[config.mk]
export PLATFORM = sky130hd
export DESIGN_NAME = captura_teclas_flat
export DESIGN_NICKNAME = d
export VERILOG_FILES = /design/src/rtl/teclado_pkg.sv /design/src/rtl/captura_teclas_if.sv /design/src/rtl/captura_teclas_filtro.sv /design/src/rtl/captura_teclas.sv /design/src/flat_wrapper.sv
export SDC_FILE = /design/constraint.sdc
export NUM_CORES = 1
export LEC_CHECK = 0
export CAP_MARGIN = 10
export CORE_MARGIN = 2
export CORE_UTILIZATION = 44
export DETAILED_ROUTE_END_ITERATION = 10
export GPL_TIMING_DRIVEN = 0
export PLACE_DENSITY = 0.63
export SYNTH_ARGS = -nofsm -noshare
export SYNTH_HDL_FRONTEND = slang
export SYNTH_HIERARCHICAL = 1
export SYNTH_SLANG_ARGS = --single-unit
[constraint.sdc]
create_clock -name clk -period 3.2 [get_ports clk]
set_clock_uncertainty 0.2 [all_clocks]
set_input_delay 0.48 -clock clk [delete_from_list [all_inputs] [get_ports clk]]
set_output_delay 0.48 -clock clk [all_outputs]
set_load 0.02 [all_outputs]
[src/rtl/teclado_pkg.sv]
// Shared key codes and tracker state type for the keypad capture path.
// Code F is the scanner's "no key in this column" marker and never forms an event.
package teclado_pkg;

  localparam logic [3:0] K_NONE  = 4'hF;
  localparam logic [3:0] K_STAR  = 4'hE;
  localparam logic [3:0] K_ENTER = 4'hA;
  localparam logic [3:0] K_BACK  = 4'hB;

  typedef enum logic [1:0] {
    IDLE,
    DEBOUNCE,
    PRESSED
  } estado_t;

  function automatic logic es_digito(input logic [3:0] k);
    return (k <= 4'd9);
  endfunction

endpackage

[src/rtl/captura_teclas_if.sv]
// Bundle between the keypad scanner / application logic and captura_teclas.
// The master side drives the scanner code and consumes key events and operands.
interface captura_teclas_if #(
  parameter int NDIG = 3
) ();

  localparam int DW = $clog2(NDIG + 1);

  logic [3:0]        boton;
  logic [3:0]        tecla;
  logic              tecla_valid;
  logic [4*NDIG-1:0] entrada_bcd;
  logic [DW-1:0]     digitos;
  logic [4*NDIG-1:0] valor_bcd;
  logic              valor_valid;

  modport master (
    output boton,
    input  tecla,
    input  tecla_valid,
    input  entrada_bcd,
    input  digitos,
    input  valor_bcd,
    input  valor_valid
  );

  modport slave (
    input  boton,
    output tecla,
    output tecla_valid,
    output entrada_bcd,
    output digitos,
    output valor_bcd,
    output valor_valid
  );

endinterface

[src/rtl/captura_teclas_filtro.sv]
// Key tracker: follows one candidate code across the column-multiplexed scan,
// debounces it and emits a single event per press, re-armed only by release.
module filtro_tecla
  import teclado_pkg::*;
#(
  parameter int HOLD_CYCLES = 256,
  parameter int DEB_CYCLES  = 1000
) (
  input  logic       clk,
  input  logic       rst,
  input  logic [3:0] i_boton,
  output logic [3:0] o_tecla,
  output logic       o_tecla_valid,
  output logic       o_acepta,
  output logic [3:0] o_tecla_next
);

  localparam int HW  = (HOLD_CYCLES > 1) ? $clog2(HOLD_CYCLES) : 1;
  localparam int DBW = (DEB_CYCLES > 1) ? $clog2(DEB_CYCLES) : 1;
  localparam logic [HW-1:0]  HOLD_MAX = HW'(HOLD_CYCLES - 1);
  localparam logic [DBW-1:0] DEB_MAX  = DBW'(DEB_CYCLES - 1);

  estado_t        r_estado, w_estado_nxt;
  logic [3:0]     r_cand, w_cand_nxt;
  logic [HW-1:0]  r_hold, w_hold_nxt;
  logic [DBW-1:0] r_deb, w_deb_nxt;
  logic [3:0]     r_tecla;
  logic           r_tecla_valid;
  logic           w_nada;
  logic           w_acepta;

  assign w_nada = (i_boton == K_NONE);

  always_comb begin
    w_estado_nxt = r_estado;
    w_cand_nxt   = r_cand;
    w_hold_nxt   = r_hold;
    w_deb_nxt    = r_deb;
    w_acepta     = 1'b0;
    case (r_estado)
      IDLE: begin
        if (!w_nada) begin
          w_cand_nxt   = i_boton;
          w_hold_nxt   = HOLD_MAX;
          w_deb_nxt    = '0;
          w_estado_nxt = DEBOUNCE;
        end
      end
      DEBOUNCE: begin
        if (w_nada && (r_hold == '0)) begin
          w_estado_nxt = IDLE;
        end else if (!w_nada && (i_boton != r_cand)) begin
          w_cand_nxt = i_boton;
          w_hold_nxt = HOLD_MAX;
          w_deb_nxt  = '0;
        end else begin
          // Blank column slots still count toward the debounce time.
          w_hold_nxt = w_nada ? (r_hold - HW'(1)) : HOLD_MAX;
          if (r_deb == DEB_MAX) begin
            w_estado_nxt = PRESSED;
            w_acepta     = 1'b1;
          end else begin
            w_deb_nxt = r_deb + DBW'(1);
          end
        end
      end
      PRESSED: begin
        if (!w_nada) begin
          w_hold_nxt = HOLD_MAX;
        end else if (r_hold == '0) begin
          w_estado_nxt = IDLE;
        end else begin
          w_hold_nxt = r_hold - HW'(1);
        end
      end
      default: w_estado_nxt = IDLE;
    endcase
  end

  always_ff @(posedge clk or posedge rst) begin
    if (rst) begin
      r_estado      <= IDLE;
      r_cand        <= '0;
      r_hold        <= '0;
      r_deb         <= '0;
      r_tecla       <= '0;
      r_tecla_valid <= 1'b0;
    end else begin
      r_estado      <= w_estado_nxt;
      r_cand        <= w_cand_nxt;
      r_hold        <= w_hold_nxt;
      r_deb         <= w_deb_nxt;
      r_tecla_valid <= w_acepta;
      if (w_acepta) begin
        r_tecla <= r_cand;
      end
    end
  end

  assign o_tecla       = r_tecla;
  assign o_tecla_valid = r_tecla_valid;
  assign o_acepta      = w_acepta;
  assign o_tecla_next  = r_cand;

endmodule

[src/rtl/captura_teclas.sv]
// Keypad capture top: debounced key events plus a BCD operand accumulator
// with clear ('*'), backspace (B) and commit (A).
module captura_teclas
  import teclado_pkg::*;
#(
  parameter int HOLD_CYCLES = 256,
  parameter int DEB_CYCLES  = 1000,
  parameter int NDIG        = 3
) (
  input  logic             clk,
  input  logic             rst,
  captura_teclas_if.slave  bus
);

  localparam int DW = $clog2(NDIG + 1);
  localparam logic [DW-1:0] MAX_DIG = DW'(NDIG);

  logic [3:0]        w_tecla;
  logic              w_tecla_valid;
  logic              w_acepta;
  logic [3:0]        w_tecla_next;

  logic [4*NDIG-1:0] r_entrada, w_entrada_nxt;
  logic [DW-1:0]     r_digitos, w_digitos_nxt;
  logic [4*NDIG-1:0] r_valor, w_valor_nxt;
  logic              r_valor_valid, w_valor_valid_nxt;
  logic [4*NDIG-1:0] w_shl;
  logic [4*NDIG-1:0] w_shr;

  filtro_tecla #(
    .HOLD_CYCLES (HOLD_CYCLES),
    .DEB_CYCLES  (DEB_CYCLES)
  ) u_filtro (
    .clk           (clk),
    .rst           (rst),
    .i_boton       (bus.boton),
    .o_tecla       (w_tecla),
    .o_tecla_valid (w_tecla_valid),
    .o_acepta      (w_acepta),
    .o_tecla_next  (w_tecla_next)
  );

  // The accumulator consumes the accept strobe so its registers update on the
  // same edge as tecla/tecla_valid and all outputs move together.
  assign w_shl[3:0]               = w_tecla_next;
  assign w_shr[4*NDIG-1:4*NDIG-4] = 4'h0;
  generate
    for (genvar gi = 1; gi < NDIG; gi++) begin : g_shl
      assign w_shl[4*gi +: 4] = r_entrada[4*(gi-1) +: 4];
    end
    for (genvar gi = 0; gi < NDIG - 1; gi++) begin : g_shr
      assign w_shr[4*gi +: 4] = r_entrada[4*(gi+1) +: 4];
    end
  endgenerate

  always_comb begin
    w_entrada_nxt     = r_entrada;
    w_digitos_nxt     = r_digitos;
    w_valor_nxt       = r_valor;
    w_valor_valid_nxt = 1'b0;
    if (w_acepta) begin
      if (es_digito(w_tecla_next)) begin
        if (r_digitos < MAX_DIG) begin
          w_entrada_nxt = w_shl;
          w_digitos_nxt = r_digitos + DW'(1);
        end
      end else begin
        case (w_tecla_next)
          K_STAR: begin
            w_entrada_nxt = '0;
            w_digitos_nxt = '0;
          end
          K_BACK: begin
            if (r_digitos != '0) begin
              w_entrada_nxt = w_shr;
              w_digitos_nxt = r_digitos - DW'(1);
            end
          end
          K_ENTER: begin
            if (r_digitos != '0) begin
              w_valor_nxt       = r_entrada;
              w_valor_valid_nxt = 1'b1;
              w_entrada_nxt     = '0;
              w_digitos_nxt     = '0;
            end
          end
          default: ;
        endcase
      end
    end
  end

  always_ff @(posedge clk or posedge rst) begin
    if (rst) begin
      r_entrada     <= '0;
      r_digitos     <= '0;
      r_valor       <= '0;
      r_valor_valid <= 1'b0;
    end else begin
      r_entrada     <= w_entrada_nxt;
      r_digitos     <= w_digitos_nxt;
      r_valor       <= w_valor_nxt;
      r_valor_valid <= w_valor_valid_nxt;
    end
  end

  assign bus.tecla       = w_tecla;
  assign bus.tecla_valid = w_tecla_valid;
  assign bus.entrada_bcd = r_entrada;
  assign bus.digitos     = r_digitos;
  assign bus.valor_bcd   = r_valor;
  assign bus.valor_valid = r_valor_valid;

endmodule

[src/flat_wrapper.sv]
// flat-port wrapper written by rule: the top's interface ports become plain ports
module captura_teclas_flat import teclado_pkg::*;
#(
  parameter int HOLD_CYCLES = 256,
  parameter int DEB_CYCLES  = 1000,
  parameter int NDIG        = 3
)
  (clk, rst, bus_boton, bus_tecla, bus_tecla_valid, bus_entrada_bcd, bus_digitos, bus_valor_bcd, bus_valor_valid);
  captura_teclas_if #(.NDIG(NDIG)) bus_i ();
  input  logic clk;
  input  logic rst;
  input wire logic [$bits(bus_i.boton)-1:0] bus_boton;
  output wire logic [$bits(bus_i.tecla)-1:0] bus_tecla;
  output wire logic [$bits(bus_i.tecla_valid)-1:0] bus_tecla_valid;
  output wire logic [$bits(bus_i.entrada_bcd)-1:0] bus_entrada_bcd;
  output wire logic [$bits(bus_i.digitos)-1:0] bus_digitos;
  output wire logic [$bits(bus_i.valor_bcd)-1:0] bus_valor_bcd;
  output wire logic [$bits(bus_i.valor_valid)-1:0] bus_valor_valid;
  assign bus_i.boton = bus_boton;
  assign bus_tecla = bus_i.tecla;
  assign bus_tecla_valid = bus_i.tecla_valid;
  assign bus_entrada_bcd = bus_i.entrada_bcd;
  assign bus_digitos = bus_i.digitos;
  assign bus_valor_bcd = bus_i.valor_bcd;
  assign bus_valor_valid = bus_i.valor_valid;
  captura_teclas #(.HOLD_CYCLES(HOLD_CYCLES), .DEB_CYCLES(DEB_CYCLES), .NDIG(NDIG)) u_core (.clk(clk), .rst(rst), .bus(bus_i));
endmodule
== After elaboration in Yosys (flattened, before gate mapping) ==
Index checks and enable logic that the tools add are counted.
Cells by class
  add/subtract/negate cells: 4
  $mul: 0
  divide/modulo/power cells: 0
  order comparisons: 2
  equality and inequality tests: 20
  shift-type cells: 0
  multiplexer cells: 41
  bitwise gates (word level): 1
  reduce and logical (&&, ||, !) cells: 15
Operators by type and width (count)
  $mux 12: 4
  $mux 8: 6
  $mux 10: 4
  $pmux 12 s3: 1
  $pmux 8 s3: 1
  $mux 2: 10
  $pmux 10 s2: 1
  $eq 4x4->1 const B: 4
  $reduce_and 4->1: 4
  $mux 4: 3
  $ne 2x2->1 const B: 6
  $ne 3x3->1 const B: 4
  $pmux 2 s3: 2
  $add 10x1->10 const B: 1
  $eq 10x10->1 const B: 1
  $reduce_and 5->1: 2
  $logic_not 8->1: 1
  $mux 1: 8
  $pmux 4 s2: 1
  $sub 8x1->8 const B: 1
  $ne 3x1->1 const B: 2
  $le 4x4->1 const B: 1
  $ne 4x4->1: 1
  $reduce_bool 2->1: 2
  11 further kinds: 12
Word-level totals
  flip-flop bits (word level): 56
  latch bits: 0
  RAM bits: 0
  bits in read-only memories: 0
  input port bits: 6
  output and inout port bits: 32
  memories kept: 0

== Logic depth before layout (Yosys ltp) ==
  word-level depth: 7
  gate-level depth with buffers: 9
  gate-level depth less buffers: 8

== Hierarchy ==
Netlist, hierarchy kept.
By module, submodules not included
  filtro_tecla: instances 1, cells each 177, area each 1764.2 um^2, sequential area each 725.7 um^2
  captura_teclas: instances 1, cells each 98, area each 1288.7 um^2, sequential area each 675.6 um^2

== Least setup slack after synthesis ==
Ideal clock, no wire load.
  path kind: register to register
  from: register u_core.u_filtro.r_cand[0] (netlist: u_core/u_filtro/o_tecla_next[0])
  to: register u_core.r_valor[10] (netlist: u_core/bus.valor_bcd[10])
  setup time: 0.125 ns
  arrival: 2.401 ns
  path slack: 0.474 ns
  cell stages (with the launch flop): 9
  path buffers: 1
  period minus slack after synthesis: 2.726 ns
  cells stage by stage: dfrtp_1 xnor2_1 a41oi_4 nand2b_1 nor3_1 nor3b_2 nand4_2 buf_6 mux2_4
On the way
  longest elaborated chain between the ends: 6
  elaborated cells on any way between the ends: 9
  those cells by class: order compare: 1; eq/ne: 2; mux: 3; bitwise: 1; reduce/logical: 2
Ends and longest elaborated chain
  from (decl): line captura_teclas_filtro.sv:24  | logic [3:0] r_cand, w_cand_nxt;
  from (signal assigned): line captura_teclas_filtro.sv:90  | r_cand <= w_cand_nxt;
  $ne 4x4->1: line captura_teclas_filtro.sv:52  | end else if (!w_nada && (i_boton != r_cand)) begin
  $logic_and 1x1->1: line captura_teclas_filtro.sv:52
  $mux 1: line captura_teclas_filtro.sv:52
  $mux 1: line captura_teclas_filtro.sv:50  | if (w_nada && (r_hold == '0)) begin
  $mux 1: line captura_teclas_filtro.sv:40  | case (r_estado)
  net u_core.w_acepta: line captura_teclas.sv:20  | logic w_acepta;
  $reduce_and 4->1 (no source line)
  to (signal assigned): line captura_teclas.sv:102  | r_valor <= w_valor_nxt;
  to (decl): line captura_teclas.sv:25  | logic [4*NDIG-1:0] r_valor, w_valor_nxt;
The timed path passes the listed nets, and every way through them passes these cells.
A chain may end at the register's enable or synchronous reset.

== Worst setup path after layout ==
  from: input port bus_boton[2]
  to: register u_core.r_valor[7] (netlist: u_core/bus.valor_bcd[7])
On the way
  longest elaborated chain between the ends: 7
  elaborated cells on any way between the ends: 9
  those cells by class: eq/ne: 2; mux: 3; reduce/logical: 4
Ends and longest elaborated chain
  from (decl): line flat_wrapper.sv:12  | input wire logic [$bits(bus_i.boton)-1:0] bus_boton;
  $eq 4x4->1: line captura_teclas_filtro.sv:32  | assign w_nada = (i_boton == K_NONE);
  $logic_not 1->1
  $logic_and 1x1->1: line captura_teclas_filtro.sv:52
  $mux 1: line captura_teclas_filtro.sv:52
  $mux 1 (*): line captura_teclas_filtro.sv:50
  $mux 1 (*): line captura_teclas_filtro.sv:40
  net u_core.w_acepta: line captura_teclas.sv:20
  $reduce_and 4->1 (no source line) (*)
Mark *: on every way through the listed nets, which the timed path passes. The rest lies on a longest branch.

==> run metrics <==
row count=30; antenna cells=0; remaining antenna violation count=0; DRC viols=0; # placed instances=392; Tightest Hold Check Type=in -> async; gpl congestion=0.855; CTS Buf Count=5; Period Utilization, post-route=95.8%; io pins=38; total global routing overflow=0; critical path, cell by cell=clkdlybuf4s50_1, and4_4, a41oi_4, nand2b_1, nor3_4, nor3b_2, nand4_2, buf_6, mux2_4; met3 Use GR=4.27%; Yosys reg bits=56; vias in the first global route=2192; Worst Tran Pin Value=986 ps; TritonCTS clock tree=yes; mapped cell area=3050 um2; aggregate routed wire length=6240 um; final total power=2.23 mW; unrepaired setup endpoints after global routing=false; Die Height=87.3 um; Syn-to-layout area delta=20.0%; Die W=87.3 um; WP buf/inv=2; setup violators final=0; Final Instance Count excl. Fillers=401; GRT Total Usage=18.0%; HPWL after detailed placement=4600 um; met1 Use GR=24.2%; first-pass GRT wire length=10800 um; Synth Flop Type=dfrtp_1; Net Count, Synth=290; kind of critical path=in -> reg; initial antenna violation count=0; Post-synth EDFFs=0; root buffer cell=clkbuf_8; clock buffer depth=2; crit-path max cell delay=600 ps; Top delay family on crit path=simple AND/OR/NAND/NOR gates; Starting Density=45.2%; post-synthesis instance total=275; WP data arrival=3070 ps; WL per Instance=15.6 um; post-route cell area=3660 um2; pre-CTS setup slack=-570 ps; max cap viols=0; Peak VDD IR=0.000524 V; Power Density=608 nW/um2; Final Hold Fails=0; DR vias/cell=5.65; Worst Setup End Kind=flop; CTS H-Tree Depth=2; nets=335; # clock sinks=56; final slew viol count=0; worst setup margin=136 ps; layout cells sized above 1=19.9%; Rel. slew slack=34.2%; drt pass-1 iters=4; Cell variety after synth=59; ys async rst share=100%; Crit-path slowest cell=clkdlybuf4s50_1; Core Area=6760 um2; FMAX=326 MHz; CP Max Fanout=10; Synthesis Warnings=6; met2 Use GR=29.0%; DRT iter0 DRCs=95; post-synthesis sequential area ratio=45.9%; Die ar.=7620 um2; Crit path required time=3200 ps; post-CTS setup buffers=0; IO buf count=37; most used routing layer=met2; leakage=1.62 nW; Clock Latency Late Sink=310 ps; startpoint class of the critical path=input pin; outcome=completed; Post-Place Cell Area=3520 um2; DR vias=2264; min Tclk post-route=3060 ps; clk slew on worst S/H paths=110 ps; Avg Cell Area, Syn=11.1 um2; pin count of the biggest net entering global routing=30
==> cells in the mapped netlist, types with 3 or more instances <==
cell type	instances	area, um2
a22o_1	9	78.8
mux2_4	8	120
ha_1	9	113
inv_1	17	63.8
a21o_1	4	30.0
nor2_1	13	48.8
nor3_1	6	30.0
o22a_1	3	26.3
mux2_2	14	158
a2bb2oi_1	4	35.0
nand2_1	27	101
a21oi_1	13	65.1
dfrtp_1	56	1400
o21ai_0	15	75.1
a31oi_1	9	56.3
xnor2_1	4	35.0
nand3_1	6	30.0
o21ai_2	3	26.3
and3_1	3	18.8
==> timing repair <==
action,CTS,global route
endpoints found under the setup margin,13,7
pin swaps,0,0
hold buffers,0,0
resized for setup,1,2
==> where the power goes <==
group | switching [mW] | internal (mW)
registers | 0.134 | 0.799
clock network | 0.251 | 0.160
logic | 0.520 | 0.365
total | 0.905 | 1.32
==> layout make-up <==
type / instances / area (um2)
inverter: 17 / 63.8
buffer: 6 / 45.0
tap: 80 / 100
timing repair buffer: 38 / 398
clock buffer: 5 / 68.8
sequential: 56 / 1400
multi-input combinational: 196 / 1560
fill: 597 / 3090
clock inverter: 3 / 25.0
==> kinds of logic after synthesis <==
kind of cell / share of synthesized area, %
simple gates: 16.1
compound gates: 19.4
flops: 45.9
mux: 10.1
buf+inv: 3.57
fa+ha+maj: 3.69
xor+xnor: 1.15
==> registers in the layout, indices dropped and copies added, names as in the netlist <==
name                           flops
u_core/bus.digitos                 2
u_core/bus.valor_valid             1
u_core/u_filtro/o_tecla_valid      1
u_core/u_filtro/r_deb             10
u_core/u_filtro/r_hold             8
u_core/u_filtro/o_tecla_next       4
u_core/bus.entrada_bcd            12
u_core/u_filtro/r_estado           2
u_core/bus.valor_bcd              12
u_core/u_filtro/o_tecla            4
==> routing by layer <==
| layer | wire (um) | up-vias | share of wire [%] |
|---|---|---|---|
| li1 | - | 1111 | - |
| met1 | 2910 | 1096 | 47 |
| met2 | 3020 | 53 | 48 |
| met3 | 234 | 4 | 3.7 |
| met4 | 80 | 0 | 1.3 |
| met5 | 0 | - | 0 |
==> metrics by stage <==
step	hold WS, ps	setup TNS, ps	util (%)
final	296	0	54.2
after global routing	334	0	54.2
after CTS	299	0	53.6
after detailed placement	275	-9240	52.1
after global placement	268	-8850	52.1
after floorplan	243	0	-
==> path summary, 6_finish.rpt <==
path / start / to / slack (ps) / cells past startpoint
worst max-delay path: bus_boton[2] / u_core/bus.valor_bcd[7] / 140 / 9
worst min-delay path: rst / u_core/u_filtro/r_estado[1] / 300 / 2
worst max register to register: u_core/u_filtro/o_tecla_next[0] / u_core/bus.valor_bcd[7] / 250 / 8
worst min register to register: u_core/bus.valor_bcd[0] / u_core/bus.valor_bcd[0] / 300 / 2
max in group asynchronous: rst / u_core/bus.entrada_bcd[11] / 1680 / 2
min in group clk: u_core/bus.valor_bcd[0] / u_core/bus.valor_bcd[0] / 300 / 2
==> cells in the final DEF, fill, tap and decap left out, types with 3 or more instances in the layout <==
master and n:
dfrtp_1 56, clkdlybuf4s50_1 37, nand2_1 27, inv_1 17, o21ai_0 15, mux2_2 14
a21oi_1 13, nor2_1 13, a22o_1 9, ha_1 9, a31oi_1 9, mux2_4 8
nand3_1 6, clkbuf_8 5, nor3_1 5, a21o_1 4, a2bb2oi_1 4, o21ai_2 3
and3_1 3, xnor2_1 3, o22a_1 3
Power figures use the tool's default switching activity.
